**src/rtl/puf_eval_ctrl_if.sv**
```systemverilog
// Signal bundle between the arbiter-PUF evaluation controller and its environment:
// request side (start/seed), arbiter chain side (challenge, launch, clear, response)
// and response-word side (word/valid/ready).
interface puf_eval_ctrl_if;
   logic        start;
   logic [7:0]  seed;
   logic [7:0]  chal_out;
   logic        puf_launch;
   logic        puf_clr;
   logic        resp_in;
   logic [31:0] word_out;
   logic        word_valid;
   logic        word_ready;
   logic        busy;

   // Controller side.
   modport master (
      input  start, seed, resp_in, word_ready,
      output chal_out, puf_launch, puf_clr, word_out, word_valid, busy
   );

   // Requester / arbiter chain / word consumer side.
   modport slave (
      output start, seed, resp_in, word_ready,
      input  chal_out, puf_launch, puf_clr, word_out, word_valid, busy
   );
endinterface

```
**src/rtl/puf_eval_ctrl.sv**
```systemverilog
// Arbiter-PUF evaluation controller: drives LFSR challenges into an arbiter chain,
// launches and settles each evaluation, samples the synchronized response and packs
// 32 response bits (MSB first) into a word handed out with a valid/ready handshake.
// Optional build macro PUF_MAJORITY_VOTE_EN: evaluate every challenge 5 times and
// take the majority as the response bit.
module puf_eval_ctrl #(
   parameter int unsigned SETTLE_CYC = 4
) (
   input logic            clk,
   input logic            rst,
   puf_eval_ctrl_if.master bus
);

   // SETTLE also absorbs the 2-cycle synchronizer latency.
   localparam int unsigned SettleLen = SETTLE_CYC + 2;
   localparam int unsigned SettleW   = $clog2(SettleLen);

   typedef enum logic [2:0] {
      StIdle, StClear, StLaunch, StSettle, StSample, StAccum, StOutput
   } state_e;

   state_e              state_q, state_d;
   logic [7:0]          lfsr_q;
   logic [7:0]          lfsr_next;
   logic [4:0]          cnt_q;
   logic [31:0]         word_q;
   logic [SettleW-1:0]  settle_q;
   logic                sync1_q, sync2_q;
   logic                acc_bit;
   logic                settle_done;
   logic                last_pass;

`ifdef PUF_MAJORITY_VOTE_EN
   logic [2:0]          pass_q;
   logic [2:0]          ones_q;
   assign acc_bit   = (ones_q >= 3'd3);
   assign last_pass = (pass_q == 3'd4);
`else
   logic                bit_q;
   assign acc_bit   = bit_q;
   assign last_pass = 1'b1;
`endif

   // Galois LFSR, x^8+x^6+x^5+x^4+1 (right-shift form, tap mask 8'hB8); 0 is never reached
   // from a nonzero state.
   assign lfsr_next   = lfsr_q[0] ? ({1'b0, lfsr_q[7:1]} ^ 8'hB8) : {1'b0, lfsr_q[7:1]};
   assign settle_done = (settle_q == SettleW'(SettleLen - 1));

   // Two-flop synchronizer for the asynchronous arbiter response.
   always_ff @(posedge clk or negedge rst) begin
      if (!rst) begin
         sync1_q <= 1'b0;
         sync2_q <= 1'b0;
      end else begin
         sync1_q <= bus.resp_in;
         sync2_q <= sync1_q;
      end
   end

   // FSM state register.
   always_ff @(posedge clk or negedge rst) begin
      if (!rst) state_q <= StIdle;
      else      state_q <= state_d;
   end

   // FSM next-state decode.
   always_comb begin
      state_d = state_q;
      unique case (state_q)
         StIdle:   if (bus.start) state_d = StClear;
         StClear:  state_d = StLaunch;
         StLaunch: state_d = StSettle;
         StSettle: if (settle_done) state_d = StSample;
         StSample: state_d = last_pass ? StAccum : StClear;
         StAccum:  state_d = (cnt_q == 5'd31) ? StOutput : StClear;
         StOutput: if (bus.word_ready) state_d = bus.start ? StClear : StIdle;
         default:  state_d = StIdle;
      endcase
   end

   // FSM outputs; the challenge is the live LFSR value, which only moves in ACCUM.
   always_comb begin
      bus.busy       = (state_q != StIdle);
      bus.puf_clr    = (state_q == StClear);
      bus.puf_launch = (state_q == StLaunch) || (state_q == StSettle);
      bus.word_valid = (state_q == StOutput);
      bus.chal_out   = lfsr_q;
      bus.word_out   = word_q;
   end

   // Datapath: LFSR, bit counter, settle timer, response capture and word packing.
   always_ff @(posedge clk or negedge rst) begin
      if (!rst) begin
         lfsr_q   <= 8'h00;
         cnt_q    <= 5'd0;
         word_q   <= 32'd0;
         settle_q <= '0;
`ifdef PUF_MAJORITY_VOTE_EN
         pass_q   <= 3'd0;
         ones_q   <= 3'd0;
`else
         bit_q    <= 1'b0;
`endif
      end else begin
         unique case (state_q)
            StIdle: begin
               if (bus.start) begin
                  lfsr_q <= (bus.seed == 8'h00) ? 8'h01 : bus.seed;
                  cnt_q  <= 5'd0;
                  word_q <= 32'd0;
`ifdef PUF_MAJORITY_VOTE_EN
                  pass_q <= 3'd0;
                  ones_q <= 3'd0;
`endif
               end
            end
            StLaunch: settle_q <= '0;
            StSettle: settle_q <= settle_q + 1'b1;
            StSample: begin
`ifdef PUF_MAJORITY_VOTE_EN
               pass_q <= pass_q + 3'd1;
               ones_q <= ones_q + {2'b00, sync2_q};
`else
               bit_q  <= sync2_q;
`endif
            end
            StAccum: begin
               word_q <= {word_q[30:0], acc_bit};
               lfsr_q <= lfsr_next;
               cnt_q  <= cnt_q + 5'd1;
`ifdef PUF_MAJORITY_VOTE_EN
               pass_q <= 3'd0;
               ones_q <= 3'd0;
`endif
            end
            StOutput: begin
               // Back-to-back words keep the LFSR running; only the word restarts.
               if (bus.word_ready && bus.start) begin
                  word_q <= 32'd0;
                  cnt_q  <= 5'd0;
               end
            end
            default: ;
         endcase
      end
   end

endmodule

```
**src/flat_wrapper.sv**
```systemverilog
// flat-port wrapper written by rule: the top's interface ports become plain ports
module puf_eval_ctrl_flat 
#(
   parameter int unsigned SETTLE_CYC = 4
)
  (clk, rst, bus_start, bus_seed, bus_resp_in, bus_word_ready, bus_chal_out, bus_puf_launch, bus_puf_clr, bus_word_out, bus_word_valid, bus_busy);
  puf_eval_ctrl_if bus_i ();
  input logic clk;
  input logic rst;
  input wire logic [$bits(bus_i.start)-1:0] bus_start;
  input wire logic [$bits(bus_i.seed)-1:0] bus_seed;
  input wire logic [$bits(bus_i.resp_in)-1:0] bus_resp_in;
  input wire logic [$bits(bus_i.word_ready)-1:0] bus_word_ready;
  output wire logic [$bits(bus_i.chal_out)-1:0] bus_chal_out;
  output wire logic [$bits(bus_i.puf_launch)-1:0] bus_puf_launch;
  output wire logic [$bits(bus_i.puf_clr)-1:0] bus_puf_clr;
  output wire logic [$bits(bus_i.word_out)-1:0] bus_word_out;
  output wire logic [$bits(bus_i.word_valid)-1:0] bus_word_valid;
  output wire logic [$bits(bus_i.busy)-1:0] bus_busy;
  assign bus_i.start = bus_start;
  assign bus_i.seed = bus_seed;
  assign bus_i.resp_in = bus_resp_in;
  assign bus_i.word_ready = bus_word_ready;
  assign bus_chal_out = bus_i.chal_out;
  assign bus_puf_launch = bus_i.puf_launch;
  assign bus_puf_clr = bus_i.puf_clr;
  assign bus_word_out = bus_i.word_out;
  assign bus_word_valid = bus_i.word_valid;
  assign bus_busy = bus_i.busy;
  puf_eval_ctrl #(.SETTLE_CYC(SETTLE_CYC)) u_core (.clk(clk), .rst(rst), .bus(bus_i));
endmodule
```
**config.mk**
```make
export PLATFORM = sky130hd
export DESIGN_NAME = puf_eval_ctrl_flat
export DESIGN_NICKNAME = d
export VERILOG_FILES = /design/src/rtl/puf_eval_ctrl_if.sv /design/src/rtl/puf_eval_ctrl.sv /design/src/flat_wrapper.sv
export SDC_FILE = /design/constraint.sdc
export NUM_CORES = 1
export LEC_CHECK = 0
export ABC_AREA = 1
export CELL_PAD_IN_SITES_DETAIL_PLACEMENT = 0
export CELL_PAD_IN_SITES_GLOBAL_PLACEMENT = 1
export CORE_AREA = 2 2 82 103
export CTS_CLUSTER_SIZE = 28
export DETAILED_ROUTE_END_ITERATION = 6
export DIE_AREA = 0 0 84 105
export PLACE_DENSITY = 0.79
export RECOVER_POWER = 25
export SYNTH_ARGS = -nofsm -noshare
export SYNTH_HDL_FRONTEND = slang
export SYNTH_SLANG_ARGS = --single-unit
```
**constraint.sdc**
```tcl
create_clock -name clk -period 1.2 [get_ports clk]
set_input_delay 0.12 -clock clk [delete_from_list [all_inputs] [get_ports clk]]
set_output_delay 0.12 -clock clk [all_outputs]
set_load 0.005 [all_outputs]
```
==> flow_summary.ini <==
[placed_design]
gp_congestion = 0.8045
numPortBuffers = 56
dpl.hpwl_mm = 3.921

[grt]
grt_max_degree = 55
grt_pass1_vias = 2453
groute.usage.overall_pct = 15.77
grt_pass1_wl_mm = 11.56
grt_antenna_before_repair = 0
grt_overflow = 0

[timing]
rsz0062_at_grt = true
setup_slack_ps = -308.9
tns_ps = -14370
hold_violations = 0
drv_slew = 0
fin_crit_sh_pct = 125.7
worstMarginPinSlew_ps = 773.0
relSlewSlack_pct = 48.46
setup_viol = 54
max_clock_freq_mhz = 662.7
finalCriticalPeriod_ps = 1509
fin_worst_skew_ps = 8.961

[cells_and_area]
layout.nets = 454
area_delta_synth_final_pct = 67.23
drive_above_1_share_pct = 35.39
nFillCells = 746
diodes = 0
seqCellArea_um2 = 1354
multi_input_area_um2 = 1189

[clock_tree]
cts_tree = done
cts.sinks = 54
clk_pin_slew_worst_paths_ps = 100
cts_max_level = 2
root_buffer = clkbuf_8
clk_path_buf_depth = 2
clkLatencyLatePin_ps = 310
cts_buffers = 5

[die]
start_util_pct = 32.39
core_area_um2 = 7792
die_area_um2 = 8820
fp-row-count = 36
die_w_um = 84
die_h_um = 105
ios = 57

[power_and_ir_drop]
power_density_nw_per_um2 = 1854
total_power_mw = 7.824
ir_drop_mv = 1.175
leakagePower_nw = 2.369

[setup_path]
worstSetupEndpointType = flip-flop
critPathMaxStageDelay_ps = 450
crit_chain = buf_6 -> inv_4 -> nand3_4 -> inv_2 -> buf_6 -> buf_6 -> nand3_4 -> clkbuf_16 -> nand3_1 -> nand2_1
cp_top_family = buffers and inverters
crit_type = reg -> reg
crit_fanout = 9
critical_path_buf_inv_count = 6
cp.required_ps = 1410
crit_top_cell = buf_6
slowest_stage = dfrtp_2
start_kind = flip-flop
arrival_ps = 1720

[detailed_routing]
vias = 2500
drt-total-wl_mm = 7.561
post_drt_wl_per_cell_um = 14.19
drt-pass1-iter-count = 4
drt_iter0_drc = 86
ant_nets = 0
drc = 0
drt-vias-per-instance = 4.690

[logic_synthesis]
yosys.area_share.adder_pct = 1.983
seq_area_frac_synth_pct = 53.54
netlist_top_cells_count = 120 x nand2_1, 54 x dfrtp_1, 45 x nand3_1, 15 x nor2_1, 14 x inv_1
ys_types = 23
synthMuxAreaShare_pct = 0
synthFlopType = dfrtp_1
synth_xor_xnor_area_share_pct = 1.735
syn_avg_cell_area_um2 = 8.526
synth_compound_area_share_pct = 2.628
synth_area_um2 = 2524
synth_nets = 313
synth_simple_gate_area_share_pct = 31.73
synthTopCellsByArea = dfrtp_1 54%, nand2_1 18%, nand3_1 8.9%
synth_edf_count = 0
postSynthCellCount = 296
yosysMostFrequentCell = nand2_1
yosysTopAreaCell = dfrtp_1
synth-seq-cells = 54
synth-async-reset-ratio_pct = 100.0
yosysTopAreaCellShare_pct = 53.54
synth_top_family_by_area = simple AND/OR/NAND/NOR gates
yosysWarnings = 0

[worst_hold_path]
hold_class = reg -> reg

[job]
maxCapViolations = 0

[outcome]
status = finished, violations left
violations = setup timing
[metrics by stage]
| stage | cell area [um^2] | std cells | utilization [%] | hold WS (ps) | setup WS [ps] |
|---|---|---|---|---|---|
| floorplan | 2552 | 296 | - | -175.6 | -14.21 |
| global placement | 3344 | 460 | 42.92 | 144.3 | -219.4 |
| detailed placement | 3344 | 460 | 42.92 | 149.5 | -222.4 |
| CTS | 3892 | 521 | 49.95 | 234.5 | -282.0 |
| global route | 4220 | 533 | 54.16 | 365.4 | -377.0 |
| finish | 4220 | 533 | 54.16 | 357.2 | -308.9 |
[report_power, final]
group	internal (mW)	total (mW)	switching [mW]
Combinational	2.28	4.40	2.12
Clock	0.477	1.12	0.647
Sequential	2.11	2.30	0.193
[path summary, 6_finish.rpt]
path	start	to	slack, ps	cells past startpoint
setup / recovery	u_core.state_q[0]$_DFFE_PN0P_	u_core.cnt_q[4]$_DFFE_PN0P_	-310	10
min in group asynchronous	rst	u_core.bus.word_out[13]$_DFFE_PN0P_	510	3
max in group asynchronous	rst	u_core.state_q[0]$_DFFE_PN0P_	130	3
setup reg to reg	u_core.state_q[0]$_DFFE_PN0P_	u_core.cnt_q[4]$_DFFE_PN0P_	-310	10
hold reg to reg	u_core.sync1_q$_DFF_PN0_	u_core.sync2_q$_DFF_PN0_	360	0
hold / removal	u_core.sync1_q$_DFF_PN0_	u_core.sync2_q$_DFF_PN0_	360	0
[repair_timing]
| action | in CTS | in global routing |
|---|---|---|
| gates cloned | 1 | 6 |
| endpoints found under the hold margin | 54 | 0 |
| hold buffers | 1 | 0 |
| setup endpoints to repair | 92 | 56 |
| pin swaps | 2 | 10 |
| gates resized for setup | 81 | 46 |
| setup buffers | 51 | 6 |
[layout make-up]
type | instances | share of cell area [%]
clock buffer | 6 | 1.957
clock inverter | 2 | 0.3854
inverter | 17 | 1.808
multi-input combinational | 211 | 28.16
sequential | 54 | 32.08
tap | 95 | 2.816
timing repair buffer | 147 | 32.64
timing repair inverter | 1 | 0.1482
[registers in the layout, summed over array words and instances, names as in the netlist]
signal,cells
u_core.settle_q,3
u_core.bus.word_out,32
u_core.bus.chal_out,8
u_core.state_q,3
u_core.sync2_q,1
u_core.cnt_q,5
u_core.acc_bit,1
u_core.sync1_q,1
[routing by layer]
| metal | wire (um) | vias to the layer above | global-route usage [%] |
|---|---|---|---|
| li1 | - | 1222 | - |
| met1 | 3140 | 1212 | 19.76 |
| met2 | 4017 | 52 | 27.31 |
| met3 | 253 | 14 | 2.923 |
| met4 | 149 | 0 | 5.069 |
| met5 | 0 | - | 0 |
[layout by cell type (no fill, tap or decap), types with 5 or more instances in the layout]
cell type | Yosys | final
dfrtp_1 | 54 | 52
nand2_1 | 120 | 107
buf_12 | 0 | 5
nand3_4 | 0 | 5
inv_1 | 14 | 11
o21ai_0 | 9 | 5
clkbuf_8 | 1 | 6
clkdlybuf4s50_1 | 0 | 10
dlygate4sd2_1 | 0 | 40
o21ai_1 | 2 | 6
nand3_2 | 2 | 16
buf_4 | 0 | 64
nor2_1 | 15 | 11
nand2_2 | 1 | 11
nand3_1 | 45 | 26
buf_6 | 5 | 15
[cell families after synthesis]
| group | after synthesis |
|---|---|
| simple gates | 189 |
| flops | 54 |
| buf+inv | 31 |
| compound gates | 13 |
| xor+xnor | 5 |
| fa+ha+maj | 4 |
Power figures use the tool's default switching activity.
